**src/rtl/sie_pkg.sv**
```systemverilog
// Shared definitions for the SIE OUT data receive path: FSM states and CRC16 constants.
package sie_pkg;

  typedef enum logic [1:0] {
    ST_IDLE,
    ST_RX,
    ST_ABORT
  } rx_state_e;

  localparam logic [15:0] CRC16_INIT     = 16'hFFFF;
  localparam logic [15:0] CRC16_POLY_REF = 16'hA001;
  // Register value left after a packet whose appended CRC16 is intact.
  localparam logic [15:0] CRC16_RESIDUAL = 16'hB001;

endpackage

```
**src/rtl/sie_out_data_rx_if.sv**
```systemverilog
// Bundle of PHY receive, OUT FIFO and handshake signals around sie_out_data_rx.
interface sie_out_data_rx_if;

  logic       pkt_start_i;
  logic [7:0] rx_data_i;
  logic       rx_valid_i;
  logic       rx_eop_i;
  logic       rx_err_i;
  logic [7:0] out_data_o;
  logic       out_valid_o;
  logic       out_err_o;
  logic       out_ready_o;
  logic       out_nak_i;
  logic       hs_ack_o;
  logic       hs_nak_o;

  modport slave (
    input  pkt_start_i, rx_data_i, rx_valid_i, rx_eop_i, rx_err_i, out_nak_i,
    output out_data_o, out_valid_o, out_err_o, out_ready_o, hs_ack_o, hs_nak_o
  );

  modport master (
    output pkt_start_i, rx_data_i, rx_valid_i, rx_eop_i, rx_err_i, out_nak_i,
    input  out_data_o, out_valid_o, out_err_o, out_ready_o, hs_ack_o, hs_nak_o
  );

endinterface

```
**src/rtl/crc16_byte.sv**
```systemverilog
// Combinational CRC16 update over one byte, reflected polynomial, LSB of the byte first.
module crc16_byte
  import sie_pkg::*;
(
  input  logic [15:0] crc_i,
  input  logic [7:0]  data_i,
  output logic [15:0] crc_o
);

  always_comb begin
    crc_o = crc_i;
    for (int i = 0; i < 8; i++) begin
      if (crc_o[0] ^ data_i[i])
        crc_o = (crc_o >> 1) ^ CRC16_POLY_REF;
      else
        crc_o = crc_o >> 1;
    end
  end

endmodule

```
**src/rtl/sie_out_data_rx.sv**
```systemverilog
// OUT data stage: strips CRC16 via a 2-byte hold delay, forwards payload, raises EOP/error strobes.
// Define SIE_OUT_LEN_CHECK_EN to abort packets longer than OUT_MAXPACKETSIZE payload bytes.
module sie_out_data_rx
  import sie_pkg::*;
#(
  parameter int OUT_MAXPACKETSIZE = 8
) (
  input  logic              clk_i,
  input  logic              rst_i,
  input  logic              clk_gate_i,
  sie_out_data_rx_if.slave  bus
);

  localparam int CNT_MAX = OUT_MAXPACKETSIZE + 3;
  localparam int CNT_W   = $clog2(CNT_MAX + 1);

  rx_state_e        state;
  logic [CNT_W-1:0] byte_cnt;
  logic [CNT_W-1:0] cnt_next;
  logic [15:0]      crc;
  logic [15:0]      crc_next;
  logic [7:0]       hold_old;
  logic [7:0]       hold_new;
  logic             len_over;
  logic             eop_good;
  logic             rx_fault;

  crc16_byte u_crc16_byte (
    .crc_i  (crc),
    .data_i (bus.rx_data_i),
    .crc_o  (crc_next)
  );

  assign cnt_next = (byte_cnt == CNT_W'(CNT_MAX)) ? byte_cnt : byte_cnt + CNT_W'(1);
  assign eop_good = (byte_cnt >= CNT_W'(2)) && (crc == CRC16_RESIDUAL);
  assign rx_fault = bus.pkt_start_i || bus.rx_err_i || (bus.rx_valid_i && bus.rx_eop_i);

`ifdef SIE_OUT_LEN_CHECK_EN
  assign len_over = cnt_next > CNT_W'(OUT_MAXPACKETSIZE + 2);
`else
  assign len_over = 1'b0;
`endif

  // Every output is a one-gate-period pulse, so all strobes default low on each gate tick.
  always_ff @(posedge clk_i) begin
    if (rst_i) begin
      state           <= ST_IDLE;
      byte_cnt        <= '0;
      crc             <= CRC16_INIT;
      hold_old        <= 8'h00;
      hold_new        <= 8'h00;
      bus.out_data_o  <= 8'h00;
      bus.out_valid_o <= 1'b0;
      bus.out_err_o   <= 1'b0;
      bus.out_ready_o <= 1'b0;
      bus.hs_ack_o    <= 1'b0;
      bus.hs_nak_o    <= 1'b0;
    end else if (clk_gate_i) begin
      bus.out_valid_o <= 1'b0;
      bus.out_err_o   <= 1'b0;
      bus.out_ready_o <= 1'b0;
      bus.hs_ack_o    <= 1'b0;
      bus.hs_nak_o    <= 1'b0;
      case (state)
        ST_IDLE, ST_ABORT: begin
          if (bus.pkt_start_i) begin
            state    <= ST_RX;
            byte_cnt <= '0;
            crc      <= CRC16_INIT;
            hold_old <= 8'h00;
            hold_new <= 8'h00;
          end else if (state == ST_ABORT && bus.rx_eop_i) begin
            state <= ST_IDLE;
          end
        end
        ST_RX: begin
          if (rx_fault) begin
            bus.out_err_o   <= 1'b1;
            bus.out_ready_o <= 1'b1;
            state           <= ST_ABORT;
          end else if (bus.rx_eop_i) begin
            bus.out_ready_o <= 1'b1;
            bus.out_err_o   <= !eop_good;
            bus.hs_ack_o    <= eop_good && !bus.out_nak_i;
            bus.hs_nak_o    <= eop_good && bus.out_nak_i;
            state           <= ST_IDLE;
          end else if (bus.rx_valid_i) begin
            crc      <= crc_next;
            byte_cnt <= cnt_next;
            hold_old <= hold_new;
            hold_new <= bus.rx_data_i;
            if (len_over) begin
              bus.out_err_o   <= 1'b1;
              bus.out_ready_o <= 1'b1;
              state           <= ST_ABORT;
            end else if (byte_cnt >= CNT_W'(2)) begin
              // Oldest held byte is now known not to be part of the trailing CRC16.
              bus.out_data_o  <= hold_old;
              bus.out_valid_o <= 1'b1;
              bus.out_ready_o <= 1'b1;
            end
          end
        end
        default: state <= ST_IDLE;
      endcase
    end
  end

endmodule

```
**src/flat_wrapper.sv**
```systemverilog
// flat-port wrapper written by rule: the top's interface ports become plain ports
module sie_out_data_rx_flat import sie_pkg::*;
#(
  parameter int OUT_MAXPACKETSIZE = 8
)
  (clk_i, rst_i, clk_gate_i, bus_pkt_start_i, bus_rx_data_i, bus_rx_valid_i, bus_rx_eop_i, bus_rx_err_i, bus_out_nak_i, bus_out_data_o, bus_out_valid_o, bus_out_err_o, bus_out_ready_o, bus_hs_ack_o, bus_hs_nak_o);
  sie_out_data_rx_if bus_i ();
  input  logic clk_i;
  input  logic rst_i;
  input  logic clk_gate_i;
  input wire logic [$bits(bus_i.pkt_start_i)-1:0] bus_pkt_start_i;
  input wire logic [$bits(bus_i.rx_data_i)-1:0] bus_rx_data_i;
  input wire logic [$bits(bus_i.rx_valid_i)-1:0] bus_rx_valid_i;
  input wire logic [$bits(bus_i.rx_eop_i)-1:0] bus_rx_eop_i;
  input wire logic [$bits(bus_i.rx_err_i)-1:0] bus_rx_err_i;
  input wire logic [$bits(bus_i.out_nak_i)-1:0] bus_out_nak_i;
  output wire logic [$bits(bus_i.out_data_o)-1:0] bus_out_data_o;
  output wire logic [$bits(bus_i.out_valid_o)-1:0] bus_out_valid_o;
  output wire logic [$bits(bus_i.out_err_o)-1:0] bus_out_err_o;
  output wire logic [$bits(bus_i.out_ready_o)-1:0] bus_out_ready_o;
  output wire logic [$bits(bus_i.hs_ack_o)-1:0] bus_hs_ack_o;
  output wire logic [$bits(bus_i.hs_nak_o)-1:0] bus_hs_nak_o;
  assign bus_i.pkt_start_i = bus_pkt_start_i;
  assign bus_i.rx_data_i = bus_rx_data_i;
  assign bus_i.rx_valid_i = bus_rx_valid_i;
  assign bus_i.rx_eop_i = bus_rx_eop_i;
  assign bus_i.rx_err_i = bus_rx_err_i;
  assign bus_i.out_nak_i = bus_out_nak_i;
  assign bus_out_data_o = bus_i.out_data_o;
  assign bus_out_valid_o = bus_i.out_valid_o;
  assign bus_out_err_o = bus_i.out_err_o;
  assign bus_out_ready_o = bus_i.out_ready_o;
  assign bus_hs_ack_o = bus_i.hs_ack_o;
  assign bus_hs_nak_o = bus_i.hs_nak_o;
  sie_out_data_rx #(.OUT_MAXPACKETSIZE(OUT_MAXPACKETSIZE)) u_core (.clk_i(clk_i), .rst_i(rst_i), .clk_gate_i(clk_gate_i), .bus(bus_i));
endmodule
```
**config.mk**
```make
export PLATFORM = sky130hd
export DESIGN_NAME = sie_out_data_rx_flat
export DESIGN_NICKNAME = d
export VERILOG_FILES = /design/src/rtl/sie_pkg.sv /design/src/rtl/sie_out_data_rx_if.sv /design/src/rtl/crc16_byte.sv /design/src/rtl/sie_out_data_rx.sv /design/src/flat_wrapper.sv
export SDC_FILE = /design/constraint.sdc
export NUM_CORES = 1
export LEC_CHECK = 0
export CORE_MARGIN = 8
export CORE_UTILIZATION = 45
export DETAILED_ROUTE_END_ITERATION = 8
export PLACE_DENSITY = 0.76
export SYNTH_ARGS = -nofsm -noshare
export SYNTH_HDL_FRONTEND = slang
export SYNTH_SLANG_ARGS = --single-unit
export TNS_END_PERCENT = 10
```
**constraint.sdc**
```tcl
create_clock -name clk_i -period 2.8 [get_ports clk_i]
set_clock_uncertainty 0.2 [all_clocks]
set_input_delay 0.7 -clock clk_i [delete_from_list [all_inputs] [get_ports clk_i]]
set_output_delay 0.7 -clock clk_i [all_outputs]
set_load 0.01 [all_outputs]
```
==> results of run 1 <==
cells by family after synthesis:
group                      Yosys count  share of synthesized area (%)
adders and majority gates            2                           1.09
DFF                                 51                           44.6
muxes                               12                           5.41
xor gates and xnor gates            23                           10.1
and+or+nand+nor                    108                           22.7
buffers and inverters               16                           4.15
AOI/OAI and AO/OA                   41                           11.9
sequential cells by signal, indices dropped and copies added (netlist names):
signal                  count
u_core.bus.out_valid_o      1
u_core.hold_new             8
u_core.bus.out_ready_o      1
u_core.hold_old             8
u_core.state                2
u_core.crc                 16
u_core.bus.out_data_o       8
u_core.bus.out_err_o        1
u_core.bus.hs_nak_o         1
u_core.byte_cnt             4
u_core.bus.hs_ack_o         1
final cells by class:
cell class              count  area [um^2]
multi-input cells         186         1170
clock inverters             3         28.8
well taps                  70         87.6
clock buffers               5         68.8
repair buffers             57          523
inverters                   3         11.3
fillers                   466         2100
flip-flops and latches     51         1020
path summary, 6_finish.rpt:
kind	startpoint	to	slack (ns)	cells past startpoint
max	bus_rx_data_i[2]	u_core.crc[0]	0.18	7
min	u_core.bus.hs_nak_o	u_core.bus.hs_nak_o	0.26	2
max reg2reg	u_core.crc[4]	u_core.crc[0]	0.64	6
min reg2reg	u_core.bus.hs_nak_o	u_core.bus.hs_nak_o	0.26	2
synthesized netlist by cell type (all sizes together) (5+ instances only):
master and number:
nand3 7, a22oi 12, xor2 8, nor3 12, xnor2 14, dfxtp 51, nor2 42, clkbuf 7
nand2 25, mux2i 12, buf 6, nand2b 6, a21oi 11, nor4 5
worst max-delay path, stage by stage:
cell	delay, ns
clkdlybuf4s50_1	0.46
xnor2_1	0.31
xnor2_1	0.21
xnor3_2	0.40
xor2_1	0.19
buf_4	0.17
a311oi_2	0.21
layer usage:
metal	global-route usage, %	wire (um)
met1	17.3	2260
met2	26.0	2750
met3	4.72	359
met4	6.25	118
met5	0	0
stage by stage:
step                      area (um^2)  instances  total power, mW  utilization [%]  setup TNS, ns
after global routing             2910        375             1.55             58.1              0
after CTS                        2910        375             1.49             58.1              0
after floorplan                  2290        253            0.920                -              0
final                            2910        375             1.48             58.1              0
after detailed placement         2820        367             1.04             56.2         -0.174
after global placement           2820        367             1.04             56.2         -0.108
power by group through the flow:
stage          combinational (mW)  clock (mW)  sequential (mW)
2_1_floorplan               0.153           0            0.767
3_3_place_gp                0.266           0            0.769
3_5_place_dp                0.272           0            0.770
4_1_cts                     0.281       0.458            0.754
5_1_grt                     0.304       0.485            0.756
6_report                    0.284       0.443            0.755
==> impl_metrics.ini, run 1 <==
[run_status]
status = completed

[floorplanning]
die_h_um = 87.3
start_util_pct = 45.7
die-area_um2 = 7620
rows = 26
die_w_um = 87.3
core-area_um2 = 5010
boundaryPins = 29

[cells_and_area]
final_cell_mix = dfxtp_1, nor2_1, clkdlybuf4s50_1
layout-drive-gt1-share_pct = 15.1
mostFrequentLayoutCell = dfxtp_1
antenna_cells = 0
finish.net_count = 322
area_delta_synth_final_pct = 27.3

[synth]
yosys_warnings = 0
ys_types = 41
synthArstFlopShare_pct = 0
yosysTopAreaCellShare_pct = 44.6
ys.flop_type = dfxtp_1
synth_edf_count = 0
synth_nets = 271
synth.avg_cell_area_um2 = 9.05
syn_area_um2 = 2290
netlist_instances = 253
ys_seq_elements = 51
yosys.area.top_type = dfxtp_1
synth.area.top_cells = dfxtp_1, nor2_1, mux2i_1
ys_seq_area_share_pct = 44.6

[pwr]
power_density_nw_per_um2 = 508
sw_frac_of_total_pct = 27.7
p_comb_share_pct = 19.2
leakagePower_nw = 1.11
power_frac_clock_pct = 29.9
p_sw_mw = 0.410
p_int_mw = 1.07
peakVddDrop_mv = 0.319
power_frac_seq_pct = 50.9

[sta]
worstMarginPinSlew_ns = 0.478
min_period_over_period_pct = 93.7
finalHoldViolCount = 0
slew_headroom_pct = 68.0
worst_slack_ns = 0.176
hold_slack_ns = 0.261
grt_setup_unrepaired = false
min_period_ns = 2.62
fmax_mhz = 381
drv_slew = 0
setup_viol = 0

[worst_setup_path]
cp_max_fo = 2
endpoint_kind = register
crit_type = input port to register
required_ns = 2.82
cp-start-kind = input port
cp.arrival_ns = 2.65

[route]
final_antenna_net_count = 0
firstDrtPassIters = 4
wl_per_cell_um = 14.6
drtIter0Drc = 125
drc_errors = 0
via_count = 2011
drt_wl_total_um = 5490
vias_per_cell = 5.36

[clock_tree]
cts_setup_buffers = 0
cts_tree = built
ctsHoldBuffers = 0
clk_latency_ns = 0.31
cts_root_buf = clkbuf_8
cts_repair_resize_count = 0
clk_pin_slew_worst_paths_ns = 0.09
clockBufferDepth = 2
h-tree-depth = 2
numCtsBuffers = 5
clkSinkCount = 51

[global_route]
grt_overflow = 0
grt_pass1_wl_um = 9270
grt_max_degree = 29
first_global_vias = 1977
grtUsageTotal_pct = 15.3
antenna_found_initial = 0

[placement]
gp_congestion = 0.890
pre_cts_ws_ns = -0.101
hpwl_um = 3920
io_buffers = 28

[min_path]
hold_class = register to register

[job]
drv_cap = 0
Power figures use the tool's default switching activity.
==> inputs of run 2 (changes only) <==
- CORE_UTILIZATION: 45 -> 54
- PLACE_DENSITY: 0.76 -> 0.87
==> run 2 against run 1 <==
Global-route usage increased by 1.7 points. Non-clock buffer count unchanged. Sequential share of layout area up 0.46 points. Power fell by 0.79%. Largest power group unchanged.
==> impl_metrics.ini, run 2 (same netlist as run 1, synthesis figures left out) <==
[min_path]
hold_class = register to register

[floorplanning]
die-area_um2 = 6580
start_util_pct = 56.8
die_w_um = 81.1
boundaryPins = 29
rows = 23
die_h_um = 81.1
core-area_um2 = 4030

[worst_setup_path]
cp_max_fo = 2
cp-start-kind = input port
startpoint = bus_rx_data_i[4]
endpoint_kind = register
cp.arrival_ns = 2.63
cp_top_family = XOR/XNOR gates
required_ns = 2.82
crit_buf_inv = 2
cp_slowest_cell = clkdlybuf4s50_1
slowest_delay_ns = 0.52
crit_type = input port to register
cp_common_cell = xor2_1
cp.depth = 7
rr_startpoint = u_core.crc[4]
path_cells = clkdlybuf4s50_1 -> xnor2_2 -> xor2_1 -> xnor3_2 -> xor2_1 -> buf_4 -> a311oi_2
ff2ff_path_depth = 6
timing.critical_path.to = u_core.crc[0]
rr_endpoint = u_core.crc[0]
r2r_slack_ns = 0.68

[sta]
setup_viol = 0
fmax_mhz = 384
slew_headroom_pct = 69.7
worstMarginPinSlew_ns = 0.453
min_period_ns = 2.61
worst_slack_ns = 0.195
min_period_over_period_pct = 93.0
drv_slew = 0
grt_setup_unrepaired = false
finalHoldViolCount = 0

[pwr]
peakVddDrop_mv = 0.385
p_comb_share_pct = 18.7
sw_frac_of_total_pct = 27.0
leakagePower_nw = 1.11
p_sw_mw = 0.397
power_frac_clock_pct = 30.1
power_frac_seq_pct = 51.3
power_density_nw_per_um2 = 511
p_int_mw = 1.07

[clock_tree]
cts_setup_buffers = 0
ctsHoldBuffers = 0
numCtsBuffers = 5
clk_pin_slew_worst_paths_ns = 0.09
cts_tree = built
cts_root_buf = clkbuf_8
cts_repair_resize_count = 0
clk_latency_ns = 0.30
clockBufferDepth = 2
clkSinkCount = 51
h-tree-depth = 2

[route]
drtIter0Drc = 162
vias_per_cell = 5.48
final_antenna_net_count = 0
drc_errors = 0
wl_per_cell_um = 14.7
firstDrtPassIters = 4
via_count = 1947
drt_wl_total_um = 5220

[cells_and_area]
postLayoutCellArea_um2 = 2880
layout-drive-gt1-share_pct = 15.1
finish.net_count = 322
final_cell_mix = dfxtp_1, nor2_1, clkdlybuf4s50_1, buf_4, nand2_1
regMostFlops = u_core.crc
mostFrequentLayoutCell = dfxtp_1
fill_cells = 305
largest_register_ffs = 16
final_cells = 355
antenna_cells = 0
area_delta_synth_final_pct = 25.6

[run_status]
status = completed

[global_route]
grt_max_degree = 29
grtUsageTotal_pct = 17.0
grt_overflow = 0
antenna_found_initial = 0
grt_pass1_wl_um = 8930
first_global_vias = 1935

[placement]
gp_congestion = 0.920
hpwl_um = 3890
dp.cells = 347
pre_cts_ws_ns = -0.111
io_buffers = 28
placed_area_um2 = 2780

[job]
drv_cap = 0
==> run 2: tightest hold or removal path: stages, from the launching register on <==
cell	delay, ns
dfxtp_1	0.32
nand2_1	0.05
a21oi_1	0.05
==> run 2: worst min path at each step <==
stage / to / startpoint / cells past startpoint
final: u_core.bus.hs_nak_o / u_core.bus.hs_nak_o / 2
after global routing: u_core.bus.hs_nak_o / u_core.bus.hs_nak_o / 2
after CTS: u_core.bus.hs_nak_o / u_core.bus.hs_nak_o / 2
after detailed placement: u_core.bus.hs_nak_o / u_core.bus.hs_nak_o / 2
after global placement: u_core.bus.hs_nak_o / u_core.bus.hs_nak_o / 2
after floorplan: u_core.hold_new[2] / u_core.hold_new[2] / 2
==> run 2: metal layers <==
layer / global-route usage [%] / wire length, um / part of all wire (%)
met3: 3.20 / 210 / 4.0
met4: 5.89 / 91 / 1.7
met2: 29.3 / 2620 / 50
met5: 0 / 0 / 0
met1: 20.6 / 2300 / 44
==> run 2: layout make-up <==
| class | count | area, um^2 | area share (%) |
|---|---|---|---|
| Clock inverter | 3 | 28.8 | 1.00 |
| Inverter | 3 | 11.3 | 0.392 |
| Sequential cell | 51 | 1020 | 35.5 |
| Clock buffer | 5 | 68.8 | 2.39 |
| Tap cell | 50 | 62.6 | 2.18 |
| Multi-Input combinational cell | 186 | 1170 | 40.8 |
| Timing Repair Buffer | 57 | 510 | 17.8 |
==> run 2: power groups by stage <==
| stage | Combinational (mW) | Sequential, mW | Clock (mW) |
|---|---|---|---|
| floorplan | 0.153 | 0.767 | 0 |
| global placement | 0.265 | 0.769 | 0 |
| detailed placement | 0.271 | 0.770 | 0 |
| CTS | 0.273 | 0.753 | 0.451 |
| global route | 0.301 | 0.755 | 0.485 |
| finish | 0.274 | 0.753 | 0.442 |
==> run 2: metrics by stage <==
step	hold slack [ns]	utilization [%]	TNS [ns]	power, mW
floorplan	0.236	-	0	0.920
CTS	0.264	71.4	0	1.48
detailed placement	0.251	68.9	-0.220	1.04
finish	0.261	71.4	0	1.47
global placement	0.240	68.9	-0.0832	1.03
global route	0.289	71.4	0	1.54
==> RTL change: new RTL, flow settings as in run 1 <==
`OUT_MAXPACKETSIZE` is set to 8 in 2 places; all go to 16.
--- a/src/rtl/sie_out_data_rx.sv
+++ b/src/rtl/sie_out_data_rx.sv
@@ -3,7 +3,7 @@
 module sie_out_data_rx
   import sie_pkg::*;
 #(
-  parameter int OUT_MAXPACKETSIZE = 8
+  parameter int OUT_MAXPACKETSIZE = 16
 ) (
   input  logic              clk_i,
   input  logic              rst_i,
--- a/src/flat_wrapper.sv
+++ b/src/flat_wrapper.sv
@@ -1,7 +1,7 @@
 // flat-port wrapper written by rule: the top's interface ports become plain ports
 module sie_out_data_rx_flat import sie_pkg::*;
 #(
-  parameter int OUT_MAXPACKETSIZE = 8
+  parameter int OUT_MAXPACKETSIZE = 16
 )
   (clk_i, rst_i, clk_gate_i, bus_pkt_start_i, bus_rx_data_i, bus_rx_valid_i, bus_rx_eop_i, bus_rx_err_i, bus_out_nak_i, bus_out_data_o, bus_out_valid_o, bus_out_err_o, bus_out_ready_o, bus_hs_ack_o, bus_hs_nak_o);
   sie_out_data_rx_if bus_i ();
Check against the original RTL: same outputs for any inputs over 4 cycles, from zero or initial values and one cycle with rst_i high; that may be too few to reach the edited logic, so the function may still have changed.
==> RTL change against run 1 <==
Routed wire length down 6.5%; fmax up 2.1%; worst setup slack better by 0.055 ns; count of clock-buffer cells in the layout unchanged; total power down 7.2%; utilization down 0.67 points; sequential power about the same; sequential cell count up 1; synthesized cell count up 7.9%; final area up 0.13%; synthesized area up 2.6%; largest cell class unchanged; highest routed layer unchanged.
==> RTL change: results (changes against run 1) <==
status=complete, no violations (unchanged); CTS Buffer Depth=2 (unchanged); Hold WC Path Type=register to register (unchanged); final wirelength=5.13 mm (was 5.49 mm); Post-synth EDFFs=0 (unchanged); vias in the first global route=1,896 (was 1,977); maximum vdd ir drop=347 uV (was 319 uV); syn nets=291 (was 271); hpwl dp=3.76 mm (was 3.92 mm); Arr. time, crit path=2.60 ns (was 2.65 ns); via count=1,980 (was 2,011); Pre-antenna DRT Iters=4 (unchanged); Max FO, Critical Path=3 (was 2); Ys Warns=0 (unchanged); top cells by count, synth=dfxtp_1, nor2_1, nand2_1 (unchanged); Synth cell types=40 (was 41); share of layout cells above drive strength 1=0.119 (was 0.151); gr usage total=0.136 (was 0.153); top cells by area, synth=dfxtp_1, nor2_1, o21bai_1 (was dfxtp_1, nor2_1, mux2i_1); Post CTS Setup Buffer Count=0 (unchanged); slowest cell delay on critical path=0.56 ns (was 0.46 ns); Iter 0 DRT Violations=107 (was 125); largest net degree at the start of global routing=51 (was 29); Routability Congestion=0.805 (was 0.890); register area share after synthesis=0.443 (was 0.446); # nets final=329 (was 322); first-pass GRT wire length=8.57 mm (was 9.27 mm); P_int=1.02 mW (was 1.07 mW); Pleak=1.08 nW (was 1.11 nW); max_slew headroom=0.764 (was 0.680); total clock buffers created by CTS=5 (unchanged)
RTL change: per-layer routing:
metal	up-vias	track usage	routed length [um]	part of all wire
met5	-	0	0	0
met4	0	0.0323	31	0.0060
met3	4	0.0390	336	0.066
met2	47	0.220	2310	0.45
met1	915	0.174	2450	0.48
li1	1014	-	-	-
RTL change: layout make-up:
class | count | area [sq um]
fillers | 471 | 2160
multi-input cells | 202 | 1240
flip-flops and latches | 52 | 1040
repair buffers | 47 | 448
well taps | 70 | 87.6
clock buffers | 5 | 68.8
clock inverters | 3 | 22.5
inverters | 3 | 11.3
RTL change: power groups by stage:
stage	registers [mW]	clock network, mW	logic (mW)
floorplan	0.769	0	0.116
global placement	0.770	0	0.188
detailed placement	0.770	0	0.191
CTS	0.753	0.448	0.192
global route	0.754	0.472	0.209
finish	0.753	0.430	0.192
RTL change: through the flow:
step | instance area, sq um | TNS [ns] | cells | setup WS, ns | power [mW]
after global placement | 2830 | -0.0361 | 374 | -0.0361 | 0.957
final | 2920 | 0 | 382 | 0.231 | 1.37
after detailed placement | 2830 | -0.135 | 374 | -0.0894 | 0.961
after CTS | 2920 | 0 | 382 | 0.228 | 1.39
after global routing | 2920 | 0 | 382 | 0.105 | 1.43
after floorplan | 2350 | 0 | 273 | 0.474 | 0.884
RTL change: final timing paths:
check                          start            endpoint  slack (ns)  depth (start not counted)
setup / recovery    bus_rx_data_i[0]       u_core.crc[0]        0.23                          7
hold / removal    u_core.hold_old[2]  u_core.hold_old[2]        0.26                          2
setup reg to reg       u_core.crc[3]       u_core.crc[0]        0.72                          6
hold reg to reg   u_core.hold_old[2]  u_core.hold_old[2]        0.26                          2
RTL change: critical path: cells and delay by family:
family / cells / cell delay (ns)
buffers and inverters: 1 / 0.56
xor gates and xnor gates: 4 / 1.07
AOI/OAI and AO/OA: 1 / 0.18
and+or+nand+nor: 1 / 0.08
RTL change: cells by family (layout without fill, tap and decap cells):
family | Yosys count | after routing | synth area share
compound gates | 47 | 47 | 0.130
xor+xnor | 25 | 25 | 0.109
fa+ha+maj | 2 | 2 | 0.0107
buf+inv | 19 | 58 | 0.0309
flops | 52 | 52 | 0.443
mux | 8 | 8 | 0.0341
simple gates | 120 | 120 | 0.241
